### config.mk
export PLATFORM = sky130hd
export DESIGN_NAME = wbregs_target_flat
export DESIGN_NICKNAME = d
export VERILOG_FILES = /design/src/rtl/wbregs_target_pkg.sv /design/src/rtl/wbregs_target_if.sv /design/src/rtl/wbregs_target_uptime_snap.sv /design/src/rtl/wbregs_target.sv /design/src/flat_wrapper.sv
export SDC_FILE = /design/constraint.sdc
export NUM_CORES = 1
export LEC_CHECK = 0
export ABC_CLOCK_PERIOD_IN_PS = 2100
export CAP_MARGIN = 10
export CORE_MARGIN = 4
export CORE_UTILIZATION = 40
export CTS_CLUSTER_DIAMETER = 120
export CTS_CLUSTER_SIZE = 24
export DETAILED_ROUTE_END_ITERATION = 8
export GPL_TIMING_DRIVEN = 0
export SLEW_MARGIN = 20
export SYNTH_ARGS = -nofsm -noshare
export SYNTH_HDL_FRONTEND = slang
export SYNTH_SLANG_ARGS = --single-unit
### constraint.sdc
create_clock -name clk -period 2.1 [get_ports clk]
set_input_delay 0.42 -clock clk [delete_from_list [all_inputs] [get_ports clk]]
set_output_delay 0.42 -clock clk [all_outputs]
set_load 0.1 [all_outputs]
### src/rtl/wbregs_target_pkg.sv
// Shared definitions for the wbregs_target housekeeping register window:
// register offsets, window geometry, FSM encoding and a byte-lane helper.
package wbregs_target_pkg;

    localparam int         WIN_SIZE    = 16;
    localparam logic [7:0] ID_DEFAULT  = 8'hA5;

    localparam logic [3:0] OFS_ID      = 4'd0;
    localparam logic [3:0] OFS_SCRATCH = 4'd1;
    localparam logic [3:0] OFS_CTRL    = 4'd2;
    localparam logic [3:0] OFS_EVT     = 4'd3;
    localparam logic [3:0] OFS_UP0     = 4'd4;
    localparam logic [3:0] OFS_UP1     = 4'd5;
    localparam logic [3:0] OFS_UP2     = 4'd6;
    localparam logic [3:0] OFS_UP3     = 4'd7;

    typedef enum logic {
        ST_IDLE = 1'b0,
        ST_ACK  = 1'b1
    } wb_state_t;

    // Little-endian byte lane select from a 32-bit word.
    function automatic logic [7:0] get_byte(input logic [31:0] word, input logic [1:0] sel);
        logic [7:0] b;
        case (sel)
            2'd0:    b = word[7:0];
            2'd1:    b = word[15:8];
            2'd2:    b = word[23:16];
            default: b = word[31:24];
        endcase
        return b;
    endfunction

endpackage

### src/rtl/wbregs_target_if.sv
// Wishbone classic bus, 16-bit byte address / 8-bit data, as seen by one target.
interface wbregs_target_if;

    logic        wb_cyc_i;
    logic        wb_stb_i;
    logic        wb_we_i;
    logic [15:0] wb_adr_i;
    logic [7:0]  wb_dat_i;
    logic [7:0]  wb_dat_o;
    logic        wb_ack_o;

    modport master (
        output wb_cyc_i, wb_stb_i, wb_we_i, wb_adr_i, wb_dat_i,
        input  wb_dat_o, wb_ack_o
    );

    modport slave (
        input  wb_cyc_i, wb_stb_i, wb_we_i, wb_adr_i, wb_dat_i,
        output wb_dat_o, wb_ack_o
    );

endinterface

### src/rtl/wbregs_target_uptime_snap.sv
// Free-running 32-bit uptime counter with clear, plus a shadow copy taken on
// snapshot so a multi-byte read sees one coherent value.
module uptime_snap
    import wbregs_target_pkg::*;
(
    input  logic       clk,
    input  logic       rst,
    input  logic       clr,
    input  logic       snap,
    input  logic [1:0] byte_sel,
    output logic [7:0] rd_byte
);

    logic [31:0] cnt_q;
    logic [31:0] shadow_q;

    always_ff @(posedge clk) begin
        if (rst) begin
            cnt_q    <= '0;
            shadow_q <= '0;
        end else begin
            // A clear cycle lands on zero without also counting that cycle.
            if (clr) begin
                cnt_q <= '0;
            end else begin
                cnt_q <= cnt_q + 32'd1;
            end
            if (snap) begin
                shadow_q <= cnt_q;
            end
        end
    end

    // The snapshotting read returns byte 0 of the value being captured, so it
    // must come from the live counter rather than the not-yet-updated shadow.
    always_comb begin
        if (snap) begin
            rd_byte = cnt_q[7:0];
        end else begin
            rd_byte = get_byte(shadow_q, byte_sel);
        end
    end

endmodule

### src/rtl/wbregs_target.sv
// Wishbone classic target exposing a 16-byte housekeeping window: ID, scratch,
// control output, saturating event counter and an atomically readable uptime.
module wbregs_target
    import wbregs_target_pkg::*;
#(
    parameter logic [15:0] BASE_ADR = 16'h0040,
    parameter logic [7:0]  ID_VALUE = ID_DEFAULT
)
(
    input  logic             clk,
    input  logic             rst,
    wbregs_target_if.slave   wb,
    output logic [7:0]       ctrl_o,
    input  logic             evt_i
);

    wb_state_t  state_q;
    wb_state_t  state_d;

    logic       hit;
    logic       acc;
    logic       wr_acc;
    logic       rd_acc;
    logic [3:0] ofs;

    logic [7:0] scratch_q;
    logic [7:0] ctrl_q;
    logic [7:0] evt_cnt_q;
    logic [7:0] evt_cnt_d;
    logic [7:0] rd_mux;
    logic [7:0] rd_dat_q;
    logic [7:0] up_byte;

    logic       evt_clr;
    logic       up_clr;
    logic       up_snap;

    function automatic logic [7:0] sat_inc8(input logic [7:0] v);
        return (v == 8'hFF) ? v : v + 8'd1;
    endfunction

    assign hit    = wb.wb_cyc_i & wb.wb_stb_i & (wb.wb_adr_i[15:4] == BASE_ADR[15:4]);
    assign ofs    = wb.wb_adr_i[3:0];
    // Only an idle target accepts; the cycle that ack is high never re-triggers.
    assign acc    = hit & (state_q == ST_IDLE);
    assign wr_acc = acc & wb.wb_we_i;
    assign rd_acc = acc & ~wb.wb_we_i;

    assign evt_clr = wr_acc & (ofs == OFS_EVT);
    assign up_clr  = wr_acc & (ofs == OFS_UP0);
    assign up_snap = rd_acc & (ofs == OFS_UP0);

    // ---- bus FSM: state register ----
    always_ff @(posedge clk) begin
        if (rst) begin
            state_q <= ST_IDLE;
        end else begin
            state_q <= state_d;
        end
    end

    // ---- bus FSM: next state ----
    always_comb begin
        state_d = state_q;
        case (state_q)
            ST_IDLE: if (acc) state_d = ST_ACK;
            ST_ACK:  state_d = ST_IDLE;
            default: state_d = ST_IDLE;
        endcase
    end

    // ---- bus FSM: outputs ----
    always_comb begin
        wb.wb_ack_o = (state_q == ST_ACK);
        wb.wb_dat_o = (state_q == ST_ACK) ? rd_dat_q : 8'h00;
    end

    // ---- read mux, sampled on the accepting edge ----
    always_comb begin
        rd_mux = 8'h00;
        case (ofs)
            OFS_ID:      rd_mux = ID_VALUE;
            OFS_SCRATCH: rd_mux = scratch_q;
            OFS_CTRL:    rd_mux = ctrl_q;
            OFS_EVT:     rd_mux = evt_cnt_q;
            OFS_UP0, OFS_UP1, OFS_UP2, OFS_UP3: rd_mux = up_byte;
            default:     rd_mux = 8'h00;
        endcase
    end

    // ---- register file ----
    always_ff @(posedge clk) begin
        if (rst) begin
            scratch_q <= '0;
            ctrl_q    <= '0;
            rd_dat_q  <= '0;
        end else begin
            if (wr_acc && ofs == OFS_SCRATCH) scratch_q <= wb.wb_dat_i;
            if (wr_acc && ofs == OFS_CTRL)    ctrl_q    <= wb.wb_dat_i;
            if (rd_acc)                       rd_dat_q  <= rd_mux;
        end
    end

    assign ctrl_o = ctrl_q;

    // ---- event counter; a clear coinciding with an event counts that event ----
    always_comb begin
        if (evt_clr) begin
            evt_cnt_d = {7'd0, evt_i};
        end else if (evt_i) begin
            evt_cnt_d = sat_inc8(evt_cnt_q);
        end else begin
            evt_cnt_d = evt_cnt_q;
        end
    end

    always_ff @(posedge clk) begin
        if (rst) begin
            evt_cnt_q <= '0;
        end else begin
            evt_cnt_q <= evt_cnt_d;
        end
    end

    uptime_snap u_uptime (
        .clk      (clk),
        .rst      (rst),
        .clr      (up_clr),
        .snap     (up_snap),
        .byte_sel (ofs[1:0]),
        .rd_byte  (up_byte)
    );

endmodule

### src/flat_wrapper.sv
// flat-port wrapper written by rule: the top's interface ports become plain ports
module wbregs_target_flat import wbregs_target_pkg::*;
#(
    parameter logic [15:0] BASE_ADR = 16'h0040,
    parameter logic [7:0]  ID_VALUE = ID_DEFAULT
)
  (clk, rst, ctrl_o, evt_i, wb_wb_cyc_i, wb_wb_stb_i, wb_wb_we_i, wb_wb_adr_i, wb_wb_dat_i, wb_wb_dat_o, wb_wb_ack_o);
  wbregs_target_if wb_i ();
  input  logic clk;
  input  logic rst;
  output logic [7:0] ctrl_o;
  input  logic evt_i;
  input wire logic [$bits(wb_i.wb_cyc_i)-1:0] wb_wb_cyc_i;
  input wire logic [$bits(wb_i.wb_stb_i)-1:0] wb_wb_stb_i;
  input wire logic [$bits(wb_i.wb_we_i)-1:0] wb_wb_we_i;
  input wire logic [$bits(wb_i.wb_adr_i)-1:0] wb_wb_adr_i;
  input wire logic [$bits(wb_i.wb_dat_i)-1:0] wb_wb_dat_i;
  output wire logic [$bits(wb_i.wb_dat_o)-1:0] wb_wb_dat_o;
  output wire logic [$bits(wb_i.wb_ack_o)-1:0] wb_wb_ack_o;
  assign wb_i.wb_cyc_i = wb_wb_cyc_i;
  assign wb_i.wb_stb_i = wb_wb_stb_i;
  assign wb_i.wb_we_i = wb_wb_we_i;
  assign wb_i.wb_adr_i = wb_wb_adr_i;
  assign wb_i.wb_dat_i = wb_wb_dat_i;
  assign wb_wb_dat_o = wb_i.wb_dat_o;
  assign wb_wb_ack_o = wb_i.wb_ack_o;
  wbregs_target #(.BASE_ADR(BASE_ADR), .ID_VALUE(ID_VALUE)) u_core (.clk(clk), .rst(rst), .wb(wb_i), .ctrl_o(ctrl_o), .evt_i(evt_i));
endmodule
==> results of run 1 <==
-- worst paths after layout --
kind | end | startpoint | depth (start not counted)
worst max-delay path | u_core.u_uptime.cnt_q[9] | wb_wb_adr_i[3] | 6
worst min register to register | u_core.u_uptime.cnt_q[0] | u_core.u_uptime.cnt_q[0] | 1
worst min-delay path | u_core.u_uptime.cnt_q[0] | u_core.u_uptime.cnt_q[0] | 1
worst max register to register | u_core.u_uptime.cnt_q[25] | u_core.u_uptime.cnt_q[5] | 5
-- worst reg2reg max path, stage by stage (launching register included) --
cell and delay, ns:
dfxtp_1 0.48, and4_1 0.31, buf_2 0.26, nand3_2 0.23, or4_1 0.53, a21oi_1 0.15
-- area by class of cell --
| cell class | instances | area (sq um) |
|---|---|---|
| clock inverter | 2 | 37.5 |
| buffer | 39 | 206 |
| sequential | 97 | 1940 |
| multi-input combinational | 411 | 2830 |
| tap | 143 | 179 |
| timing repair buffer | 57 | 571 |
| fill | 1120 | 5570 |
| clock buffer | 13 | 260 |
| inverter | 5 | 18.8 |
-- routing by layer --
metal / GRT usage [%] / part of all wire (%) / routed length (um)
met1: 27.7 / 46 / 6670
met2: 32.7 / 46 / 6700
met3: 4.18 / 5.6 / 813
met4: 5.20 / 1.5 / 222
met5: 0 / 0 / 0
-- power breakdown --
part           leakage (nW)  switching [mW]  internal (mW)  total (mW)
registers             0.783          0.0124           1.85        1.86
logic                  1.17           0.141          0.101       0.242
clock network         0.142           0.680          0.983        1.66
total                  2.10           0.833           2.93        3.77
-- through the flow --
step / hold slack [ns] / instance area (sq um) / worst slack (ns) / utilization (%) / TNS, ns
6_report: 0.458 / 6050 / 0.0474 / 52.1 / 0
5_1_grt: 0.468 / 6050 / -0.000376 / 52.1 / -0.000376
4_1_cts: 0.472 / 5900 / 0.00278 / 50.8 / 0
3_5_place_dp: 0.457 / 5480 / -0.873 / 47.1 / -64.48
3_3_place_gp: 0.450 / 5480 / -0.868 / 47.1 / -62.83
2_1_floorplan: 0.434 / 4860 / 0.226 / - / 0
-- Yosys cell counts (11+ instances only) --
cell | count | share of area [%]
clkbuf_1 | 22 | 1.7
a21oi_1 | 68 | 7.0
and2_1 | 11 | 1.4
nand3_1 | 52 | 5.4
nand4_1 | 33 | 4.3
nor2_1 | 22 | 1.7
buf_2 | 13 | 1.3
xor2_1 | 11 | 2.0
nand2_1 | 24 | 1.9
mux2_2 | 12 | 2.8
o21ai_0 | 60 | 6.2
dfxtp_1 | 97 | 40
-- cell families after synthesis --
group | count (synthesis) | share of synthesized area [%]
compound gates | 160 | 18.3
buf+inv | 46 | 4.60
mux | 26 | 7.75
fa+ha+maj | 2 | 0.516
flops | 97 | 40.1
simple gates | 207 | 25.8
xor+xnor | 16 | 2.89
-- state kept, by name, indices dropped and copies added, names as in the netlist --
| name | flops |
|---|---|
| u_core.wb.wb_ack_o | 1 |
| u_core.evt_cnt_q | 8 |
| u_core.rd_dat_q | 8 |
| u_core.scratch_q | 8 |
| u_core.u_uptime.shadow_q | 32 |
| u_core.u_uptime.cnt_q | 32 |
| u_core.ctrl_o | 8 |
-- timing repair --
item,CTS,global route
setup buffers,7,4
cloned,0,2
pin swaps,5,12
gates resized for setup,53,34
setup endpoints to repair,113,95
==> results.py, run 1 <==
metrics = {
    "worst_setup_path": {
        "critPathSlowestCell": "or4b_2",
        "start_kind": "input port",
        "required_ns": 2.33,
        "max_stage_delay_ns": 0.67,
        "crit_fanout": 10,
        "r2r_setup_slack_ns": 0.07,
        "cp_cell_sequence": "dlygate4sd2_1 -> nand2b_2 -> or4b_2 -> o21ai_4 -> buf_4 -> nor2_1",
        "path_buf_inv": 2,
        "worst_ep_arrival_time_ns": 2.28,
        "path_delay_family": "simple AND/OR/NAND/NOR gates",
        "crit_type": "in -> reg",
        "crit_path_end_kind": "flip-flop",
    },
    "clocking": {
        "cts_hold_buffers": 0,
        "path_clk_slew_ns": 0.06,
        "cts_buffers": 9,
        "cts_tree": "done",
        "worstSkewPairLatency_ns": 0.34,
        "clock_sinks": 97,
        "clk_path_buf_depth": 2,
        "htree_levels": 3,
        "cts_root_buf": "clkbuf_16",
    },
    "layout": {
        "syn2layout_area_growth_pct": 24.8,
        "n_antenna_cell": 0,
        "drive_gt1_share_pct": 18.3,
        "stdcell_count": 767,
        "final_nets": 652,
        "final_common_cell": "dfxtp_1",
        "layout_common_cells": "dfxtp_1, a21oi_1, o21ai_0",
    },
    "min_path": {
        "hp-class": "reg -> reg",
    },
    "logic_synthesis": {
        "synth-main-ff-cell": "dfxtp_1",
        "synth_edf_count": 0,
        "synth_cell_type_count": 53,
        "synth.net_count": 586,
        "synth_area_sq_um": 4840,
        "ys_ff_latch": 97,
        "syn-instance-count": 554,
        "synthArstFlopShare_pct": 0,
        "syn_avg_cell_area_sq_um": 8.74,
        "ys_warn_count": 0,
        "synth-seq-area-share_pct": 40.1,
    },
    "floorplan": {
        "die-area_sq_um": 13900,
        "die_y_um": 118,
        "die_x_um": 118,
        "row_count": 39,
        "core_sq_um": 11600,
        "initial_core_util_pct": 41.7,
        "ioPinCount": 47,
    },
    "placement": {
        "routabilityCongestion": 0.952,
        "dpl.hpwl_um": 10500,
        "port-buffer-count": 44,
        "place_inst": 741,
    },
    "sta": {
        "skew_ns": 0.00789,
        "maxSlewHeadroom_pct": 36.2,
        "period_share_pct": 97.7,
        "hold_viol": 0,
        "setup_violations": 0,
        "min_period_ns": 2.05,
        "tightest_slew_ns": 0.961,
        "drv_slew": 0,
        "fmax_ghz": 0.487,
    },
    "job": {
        "drv_cap": 0,
    },
    "route": {
        "vias_per_cell": 5.98,
        "wl_per_cell_um": 18.8,
        "drtIter0Drc": 362,
        "drt-total-wl_um": 14400,
        "route.vias.total": 4586,
        "dr.pass1.iters": 5,
        "ant_nets": 0,
        "drc": 0,
    },
    "status": {
        "status": "finished clean",
    },
    "pwr": {
        "power_density_nw_per_um2": 623,
        "leakage_nw": 2.10,
        "ir_worst_vdd_mv": 0.301,
        "power.total_mw": 3.77,
    },
    "global_routing": {
        "grt_pass1_wl_um": 23000,
        "grt_max_degree": 15,
        "grt_pass1_vias": 4355,
        "antenna_found_initial": 0,
        "grt_usage_pct": 20.3,
        "grt_overflow": 0,
    },
}
No activity file was read; power rests on OpenSTA's default activity.
==> run 2, diff against run 1 <==
Settings changed: CORE_ASPECT_RATIO from default to 1.5, PLACE_DENSITY from default to 0.6.
==> run 2 against run 1 <==
Compared with the run above:
- setup slack got worse by 0.0071 ns
- global-route usage increased by 0.51 points
- non-clock buffer count up 1
- count of clock-buffer cells in the layout decreased by 2
- critical path type unchanged
- sequential power hardly changed
- first-iteration DRC count down 34%
- critical endpoint is now u_core.u_uptime.shadow_q[1]
- utilization is 1.9 points lower
- routed wire length grew 1.0%
- design area decreased by 0.83%
- total power is 0.67% lower
==> results.py, run 2 (same netlist as run 1, synthesis figures left out) <==
metrics = {
    "clocking": {
        "clock_sinks": 97,
        "worstSkewPairLatency_ns": 0.34,
        "cts_root_buf": "clkbuf_16",
        "cts_buffers": 9,
        "clk_path_buf_depth": 2,
        "cts_hold_buffers": 0,
        "path_clk_slew_ns": 0.07,
        "htree_levels": 3,
        "cts_tree": "done",
    },
    "layout": {
        "final_common_cell": "dfxtp_1",
        "top_regs": "u_core.u_uptime.cnt_q (32), u_core.u_uptime.shadow_q (32)",
        "syn2layout_area_growth_pct": 23.8,
        "drive_gt1_share_pct": 17.6,
        "fill_cells": 1172,
        "final_nets": 653,
        "n_antenna_cell": 0,
        "layout_common_cells": "dfxtp_1, a21oi_1, o21ai_0",
        "fin_util_pct": 50.2,
    },
    "worst_setup_path": {
        "r2r_setup_slack_ns": 0.13,
        "crit_type": "in -> reg",
        "required_ns": 2.37,
        "start_kind": "input port",
        "crit_path_end_kind": "flip-flop",
        "reg2regPathDepth": 6,
        "worst_ep_arrival_time_ns": 2.33,
        "crit_fanout": 10,
    },
    "sta": {
        "maxSlewHeadroom_pct": 36.0,
        "period_share_pct": 98.1,
        "hold_viol": 0,
        "drv_slew": 0,
        "min_period_ns": 2.06,
        "setup_violations": 0,
        "skew_ns": 0.00565,
        "fmax_ghz": 0.485,
        "tightest_slew_ns": 0.963,
    },
    "min_path": {
        "hold_depth": 2,
        "hp-class": "reg -> reg",
    },
    "global_routing": {
        "grt_pass1_vias": 4566,
        "grt_max_degree": 16,
        "grt_pass1_wl_um": 23100,
        "antenna_found_initial": 0,
        "grt_overflow": 0,
        "grt_usage_pct": 20.8,
    },
    "floorplan": {
        "ioPinCount": 47,
        "die-area_sq_um": 14000,
        "row_count": 49,
        "initial_core_util_pct": 40.5,
        "die_y_um": 143,
        "core_sq_um": 12000,
        "die_x_um": 97.9,
    },
    "pwr": {
        "power.total_mw": 3.74,
        "power_density_nw_per_um2": 624,
        "ir_worst_vdd_mv": 0.359,
        "leakage_nw": 2.06,
    },
    "route": {
        "dr.pass1.iters": 5,
        "drt-total-wl_um": 14600,
        "vias_per_cell": 5.89,
        "drtIter0Drc": 239,
        "ant_nets": 0,
        "wl_per_cell_um": 18.7,
        "drc": 0,
        "route.vias.total": 4579,
    },
    "job": {
        "drv_cap": 0,
    },
    "status": {
        "status": "finished clean",
    },
    "placement": {
        "port-buffer-count": 44,
        "routabilityCongestion": 0.904,
        "dpl.hpwl_um": 11000,
    },
}
run 2: worst max-delay path, cell delays in order:
cell and delay [ns]:
clkdlybuf4s50_1 0.49, or4b_4 0.53, nor4_4 0.31, buf_6 0.18
buf_8 0.14, nand3_1 0.09, a21oi_1 0.16
run 2: final cells by class:
cell class / count / area [sq um] / area share, %
flip-flops and latches: 97 / 1950 / 32.4
plain buffers: 40 / 225 / 3.76
inverters: 5 / 18.8 / 0.313
multi-input cells: 411 / 2790 / 46.5
repair buffers: 57 / 543 / 9.06
clock inverters: 4 / 53.8 / 0.897
clock buffers: 11 / 233 / 3.88
well taps: 153 / 191 / 3.19
run 2: worst paths after layout:
kind,to,start
max reg2reg,u_core.u_uptime.cnt_q[26],u_core.u_uptime.cnt_q[1]
min reg2reg,u_core.rd_dat_q[7],u_core.rd_dat_q[7]
min,u_core.rd_dat_q[7],u_core.rd_dat_q[7]
max,u_core.u_uptime.shadow_q[1],wb_wb_adr_i[6]
run 2: power breakdown:
group,internal [mW],switching [mW]
registers,1.85,0.0127
clock network,0.925,0.714
logic,0.103,0.138
run 2: per-layer routing:
metal,GRT usage [%],routed length [um]
met1,21.2,5470
met2,39.9,7850
met3,3.47,549
met4,11.2,687
met5,0,0
run 2: repair_timing:
| action | 4_1_cts | 5_1_grt |
|---|---|---|
| gates resized for setup | 46 | 27 |
| setup buffers | 9 | 3 |
| pin swaps | 6 | 13 |
| cloned | 1 | 0 |
| endpoints found under the setup margin | 113 | 88 |
run 2: per-stage QoR:
| step | TNS [ns] | instances | area [sq um] | hold WS [ns] | worst slack [ns] |
|---|---|---|---|---|---|
| floorplan | 0 | 554 | 4860 | 0.434 | 0.226 |
| global placement | -52.64 | 751 | 5490 | 0.455 | -0.709 |
| detailed placement | -55.83 | 751 | 5490 | 0.456 | -0.770 |
| CTS | 0 | 776 | 5890 | 0.471 | 0.0134 |
| global route | -0.332 | 778 | 6000 | 0.482 | -0.0196 |
| finish | 0 | 778 | 6000 | 0.465 | 0.0402 |
